### src/rtl/chan_deinterleave_pkg.sv
// Shared constants and helpers for the channel de-interleaver.
// Default channel count and ADC sample width live here so that instantiating
// code and the bench agree on the baseline build.
package chan_deinterleave_pkg;

  localparam int DEF_NCHAN = 2;
  localparam int DEF_IW    = 12;

  // Frame-sync lock state
  typedef enum logic {
    ST_UNLOCKED = 1'b0,
    ST_LOCKED   = 1'b1
  } lock_state_e;

  // Ceiling log2, clamped to at least 1 so a counter always has one bit
  function automatic int cnt_width(input int n);
    int w;
    w = 0;
    while ((1 << w) < n) w++;
    if (w < 1) w = 1;
    return w;
  endfunction

endpackage

### src/rtl/chan_deinterleave_if.sv
// Sample-stream and frame-bus bundle for chan_deinterleave.
// master: ADC capture side (drives samples, receives frames).
// slave : the de-interleaver itself.
interface chan_deinterleave_if
  import chan_deinterleave_pkg::*;
#(
  parameter int NCHAN = DEF_NCHAN,
  parameter int IW    = DEF_IW
);

  logic [IW-1:0]       data_i;
  logic                valid_i;
  logic                sync_i;
  logic [NCHAN*IW-1:0] data_o;
  logic                valid_o;
  logic                chan_err_o;

  modport master (
    output data_i, valid_i, sync_i,
    input  data_o, valid_o, chan_err_o
  );

  modport slave (
    input  data_i, valid_i, sync_i,
    output data_o, valid_o, chan_err_o
  );

endinterface

### src/rtl/chan_deinterleave.sv
// chan_deinterleave: collects a time-multiplexed sample stream (ch0..NCHAN-1)
// into one parallel frame with a single-cycle valid strobe. Locks on sync_i,
// realigns on a misplaced sync and flags it on chan_err_o.
// Optional build switch: FMCW_CHAN_SPLIT_OB2TC_EN inverts each sample MSB at
// capture (offset-binary to two's complement); latency is unchanged.
module chan_deinterleave
  import chan_deinterleave_pkg::*;
#(
  parameter int NCHAN = DEF_NCHAN,
  parameter int IW    = DEF_IW
) (
  input  logic                 clk_i,
  input  logic                 rst_i,
  chan_deinterleave_if.slave   bus
);

  localparam int CW = cnt_width(NCHAN);
  localparam logic [CW-1:0] LAST_SLOT = CW'(NCHAN - 1);

  lock_state_e         state_reg;
  logic [CW-1:0]       cnt_reg;
  logic [IW-1:0]       stage_reg [NCHAN-1];
  logic [NCHAN*IW-1:0] data_reg;
  logic                valid_reg;
  logic                err_reg;

  logic [IW-1:0]       sample;
  logic [NCHAN*IW-1:0] frame_next;
  logic                wr_en;
  logic [CW-1:0]       wr_slot;

`ifdef FMCW_CHAN_SPLIT_OB2TC_EN
  assign sample = {~bus.data_i[IW-1], bus.data_i[IW-2:0]};
`else
  assign sample = bus.data_i;
`endif

  // Staging write: a sync (any state) or a frame start goes to slot 0;
  // mid-frame samples go to slot cnt; the last sample bypasses staging.
  always_comb begin
    wr_en   = 1'b0;
    wr_slot = '0;
    if (bus.valid_i) begin
      if (bus.sync_i || (state_reg == ST_LOCKED && cnt_reg == '0)) begin
        wr_en   = 1'b1;
        wr_slot = '0;
      end else if (state_reg == ST_LOCKED && cnt_reg != LAST_SLOT) begin
        wr_en   = 1'b1;
        wr_slot = cnt_reg;
      end
    end
  end

  genvar gi;
  generate
    for (gi = 0; gi < NCHAN - 1; gi++) begin : g_stage
      // Per-slot staging register; contents are don't-care out of reset
      always_ff @(posedge clk_i) begin
        if (wr_en && wr_slot == CW'(gi)) stage_reg[gi] <= sample;
      end
      assign frame_next[gi*IW +: IW] = stage_reg[gi];
    end
  endgenerate

  assign frame_next[(NCHAN-1)*IW +: IW] = sample;

  // Lock FSM, slot counter and registered frame/strobe outputs
  always_ff @(posedge clk_i) begin
    if (rst_i) begin
      state_reg <= ST_UNLOCKED;
      cnt_reg   <= '0;
      data_reg  <= '0;
      valid_reg <= 1'b0;
      err_reg   <= 1'b0;
    end else begin
      valid_reg <= 1'b0;
      err_reg   <= 1'b0;
      if (bus.valid_i) begin
        case (state_reg)
          ST_UNLOCKED: begin
            if (bus.sync_i) begin
              state_reg <= ST_LOCKED;
              cnt_reg   <= CW'(1);
            end
          end
          default: begin
            if (cnt_reg == '0) begin
              cnt_reg <= CW'(1);
            end else if (bus.sync_i) begin
              // Misplaced sync: drop the partial frame and restart from it
              cnt_reg <= CW'(1);
              err_reg <= 1'b1;
            end else if (cnt_reg == LAST_SLOT) begin
              data_reg  <= frame_next;
              valid_reg <= 1'b1;
              cnt_reg   <= '0;
            end else begin
              cnt_reg <= cnt_reg + CW'(1);
            end
          end
        endcase
      end
    end
  end

  assign bus.data_o     = data_reg;
  assign bus.valid_o    = valid_reg;
  assign bus.chan_err_o = err_reg;

endmodule

### src/flat_wrapper.sv
// flat-port wrapper written by rule: the top's interface ports become plain ports
module chan_deinterleave_flat import chan_deinterleave_pkg::*;
#(
  parameter int NCHAN = DEF_NCHAN,
  parameter int IW    = DEF_IW
)
  (clk_i, rst_i, bus_data_i, bus_valid_i, bus_sync_i, bus_data_o, bus_valid_o, bus_chan_err_o);
  chan_deinterleave_if #(.NCHAN(NCHAN), .IW(IW)) bus_i ();
  input  logic clk_i;
  input  logic rst_i;
  input wire logic [$bits(bus_i.data_i)-1:0] bus_data_i;
  input wire logic [$bits(bus_i.valid_i)-1:0] bus_valid_i;
  input wire logic [$bits(bus_i.sync_i)-1:0] bus_sync_i;
  output wire logic [$bits(bus_i.data_o)-1:0] bus_data_o;
  output wire logic [$bits(bus_i.valid_o)-1:0] bus_valid_o;
  output wire logic [$bits(bus_i.chan_err_o)-1:0] bus_chan_err_o;
  assign bus_i.data_i = bus_data_i;
  assign bus_i.valid_i = bus_valid_i;
  assign bus_i.sync_i = bus_sync_i;
  assign bus_data_o = bus_i.data_o;
  assign bus_valid_o = bus_i.valid_o;
  assign bus_chan_err_o = bus_i.chan_err_o;
  chan_deinterleave #(.NCHAN(NCHAN), .IW(IW)) u_core (.clk_i(clk_i), .rst_i(rst_i), .bus(bus_i));
endmodule
### config.mk
export PLATFORM = sky130hd
export DESIGN_NAME = chan_deinterleave_flat
export DESIGN_NICKNAME = d
export VERILOG_FILES = /design/src/rtl/chan_deinterleave_pkg.sv /design/src/rtl/chan_deinterleave_if.sv /design/src/rtl/chan_deinterleave.sv /design/src/flat_wrapper.sv
export SDC_FILE = /design/constraint.sdc
export NUM_CORES = 1
export LEC_CHECK = 0
export ABC_AREA = 1
export ABC_CLOCK_PERIOD_IN_PS = 1100
export CORE_AREA = 2 2 69 71
export CTS_CLUSTER_DIAMETER = 50
export CTS_CLUSTER_SIZE = 12
export DETAILED_ROUTE_END_ITERATION = 10
export DIE_AREA = 0 0 71 73
export SKIP_LAST_GASP = 1
export SYNTH_ARGS = -nofsm -noshare
export SYNTH_HDL_FRONTEND = slang
export SYNTH_SLANG_ARGS = --single-unit
### constraint.sdc
create_clock -name clk_i -period 1.1 [get_ports clk_i]
set_input_delay 0.165 -clock clk_i [delete_from_list [all_inputs] [get_ports clk_i]]
set_output_delay 0.165 -clock clk_i [all_outputs]
set_load 0.03 [all_outputs]
==> results.md <==
* Run status: completed
* Buffers plus inverters on the worst setup path at 1
* Htree depth at 2
* Overflow after GRT at 0
* Fmax at around 950 MHz
* Proportion of layout cells with a drive suffix above 1 at 0.249
* Synth Instances at around 190
* I/O Pins at between 40 and 50
* Syn Nets at between 200 and 250
* Clock sink total at 40
* Sum Neg Setup Slack at 0 ns
* CTS buffer count at 5
* Total wire length at roughly 3500 um
* Worst skew pair latency at 0.29 ns
* Clock Skews at 0.00659 ns
* Worst EP required at between 1 and 1.5 ns
* Cell Rows at 25
* Final Instance Area at 2190 um2
* Worst stage delay on the critical path at 0.38 ns
* Final hold violations at 0
* CP cell instances: nand2_2 > buf_6 > nor2_4 > nor2_1 > nor2_1
* Hold wc startpoint: bus_valid_i
* CTS tree: yes
* Antenna violations before repair at 0
* Detailed Place HPWL at about 2000 um
* Fin util at 0.483
* RSZ-0062 raised after global routing: no
* DRT iter0 DRCs at 69
* Largest net degree at the start of global routing at 26
* Vias in the first global route at ~1200
* GRT Total Usage at 0.138
* CP Launch Type: flop
* Nets at about 260
* Setup WS pre-CTS at -0.429 ns
* Residual DRC at 0
* Wirelength per Cell at between 10 and 15 um
* Reg clk slew, reported paths at approximately 0.08 ns
* CP most frequent cell: nor2_1
* CTS max path bufs at 2
* Initial core utilization at 0.349
* Slew headroom at 0.713
* Die Y at 73 um
* Setup crit end kind: flop
* Antenna cells at 0
* Top-area cell type share of the netlist area at 0.354
* Area Growth Syn to Fin at 38.5%
* Antenna viol nets, final at 0
* Post-Syn Area at 1580 um2
* Minimum clock period at about 1.1 ns
* Core region area at between 4000 and 5000 um2
* Yosys reg bits at 40
* Total power per unit cell area at around 1400 nW/um2
* Via density at 4.40
* Worst path arrival time at around 1.3 ns
* GP Congestion at between 0.7 and 0.8
* Hold path cells at 4
* Reg2Reg Capture Point: u_core.bus.data_o[11]
* Final Max Tran Viols at 0
* Register area share after synthesis at 0.582
* Cell variety after synth at 17
* Critical Path Fanout Max at 6
* Pre-antenna DRT Iters at 5
* Final Cycle Share at 0.960
* Die Area at 5180 um2
* Vias at 1297
* Worst-Margin Slew at ~0.43 ns
* Max-cap violation count at 0
* Post-synth top area cell: dfxtp_1
* Max IR drop VDD at around 0.6 mV
* Syn_area_per_cell at roughly 8.5 um2
* First-pass GRT wire length at ~5400 um
* FF-to-FF Start: u_core.cnt_reg
* Count of final setup violators at 0
* Kind of critical path: flop to flop
* Worst setup margin at between 0.04 and 0.05 ns
* WP depth at 5
* Largest cells by area after synthesis: dfxtp_1 35%, edfxtp_1 23%, nor2_1 11%
* Largest register FFs at 24
* # port buffers at 41
* CP top delay family: simple AND/OR/NAND/NOR gates
* WHS Endpoint: u_core.cnt_reg
* CP max stage cell: dfxtp_2
* Reg2reg path depth at 5
* Static leakage at 1.03 nW
* Die W at around 71 um
* Ys Warns at 0
* Cell Area, Placed at approximately 2000 um2
* Tightest Hold Check Type: primary input to flop
* CTS root buf: clkbuf_8
* Register-to-register setup slack at approximately 0.044 ns
[per-stage QoR]
step	hold slack [ns]	total power, mW	std cells
2_1_floorplan	0.234	1.77	187
3_3_place_gp	0.467	1.90	281
3_5_place_dp	0.474	1.91	281
4_1_cts	0.362	3.19	295
5_1_grt	0.418	3.29	295
6_report	0.390	3.16	295
[repair_timing]
item | 4_1_cts | 5_1_grt
buffers inserted | 3 | 0
resized for setup | 5 | 3
setup endpoints to repair | 36 | 22
hold buffers | 0 | 0
pin swaps | 2 | 1
cloned | 3 | 0
[cells in the final DEF (no fill, tap or decap), types with 4 or more instances in the layout]
| cell type | count |
|---|---|
| nor2_1 | 48 |
| clkdlybuf4s50_1 | 13 |
| nand3_1 | 26 |
| inv_1 | 25 |
| inv_2 | 4 |
| dfxtp_1 | 26 |
| nand2_1 | 26 |
| clkbuf_8 | 6 |
| buf_4 | 32 |
| edfxtp_1 | 12 |
[synth_stat cells, drive strengths merged]
cell / instances
nand2: 29
inv: 30
edfxtp: 12
buf: 8
dfxtp: 28
a21oi: 2
nor2: 51
nor3: 1
nand3: 26
[worst reg2reg max path, delay by kind of cell (launching register included)]
family | cells | cell delay, ns
flip-flops | 1 | 0.38
buffers and inverters | 1 | 0.15
AND/OR/NAND/NOR | 4 | 0.47
[worst max path at each step]
stage / slack [ns] / to / start
2_1_floorplan: 0.03 / u_core.stage_reg[0][0] / u_core.state_reg
3_3_place_gp: -0.41 / u_core.bus.data_o[8] / bus_valid_i
3_5_place_dp: -0.43 / u_core.stage_reg[0][9] / bus_sync_i
4_1_cts: 0.02 / u_core.bus.data_o[11] / u_core.cnt_reg
5_1_grt: 0.003 / u_core.stage_reg[0][6] / u_core.state_reg
6_report: 0.04 / u_core.bus.data_o[11] / u_core.cnt_reg
[cell type report]
type,instances,area [um2]
repair buffers,51,450
multi-input cells,111,507
repair inverters,1,7.51
well taps,54,67.6
clock inverters,2,38.8
clock buffers,6,82.6
inverters,30,115
flip-flops and latches,40,923
fillers,435,2340
[kinds of logic after synthesis]
kind of cell | synth area share
buf+inv | 0.114
compound gates | 0.00632
simple gates | 0.298
flops | 0.582
[layer usage]
| layer | GRT usage | wire, um | vias up | part of all wire |
|---|---|---|---|---|
| met5 | 0 | 0 | - | 0 |
| met4 | 0.0566 | 41 | 0 | 0.012 |
| met3 | 0.0442 | 185 | 4 | 0.053 |
| met2 | 0.225 | 1690 | 36 | 0.49 |
| met1 | 0.170 | 1560 | 583 | 0.45 |
| li1 | - | - | 674 | - |
[power by group]
part           switching [mW]  internal (mW)  total (mW)
logic                   0.174          0.128       0.301
registers              0.0197           1.57        1.59
clock network           0.528          0.742        1.27
No activity file was read; power rests on OpenSTA's default activity.
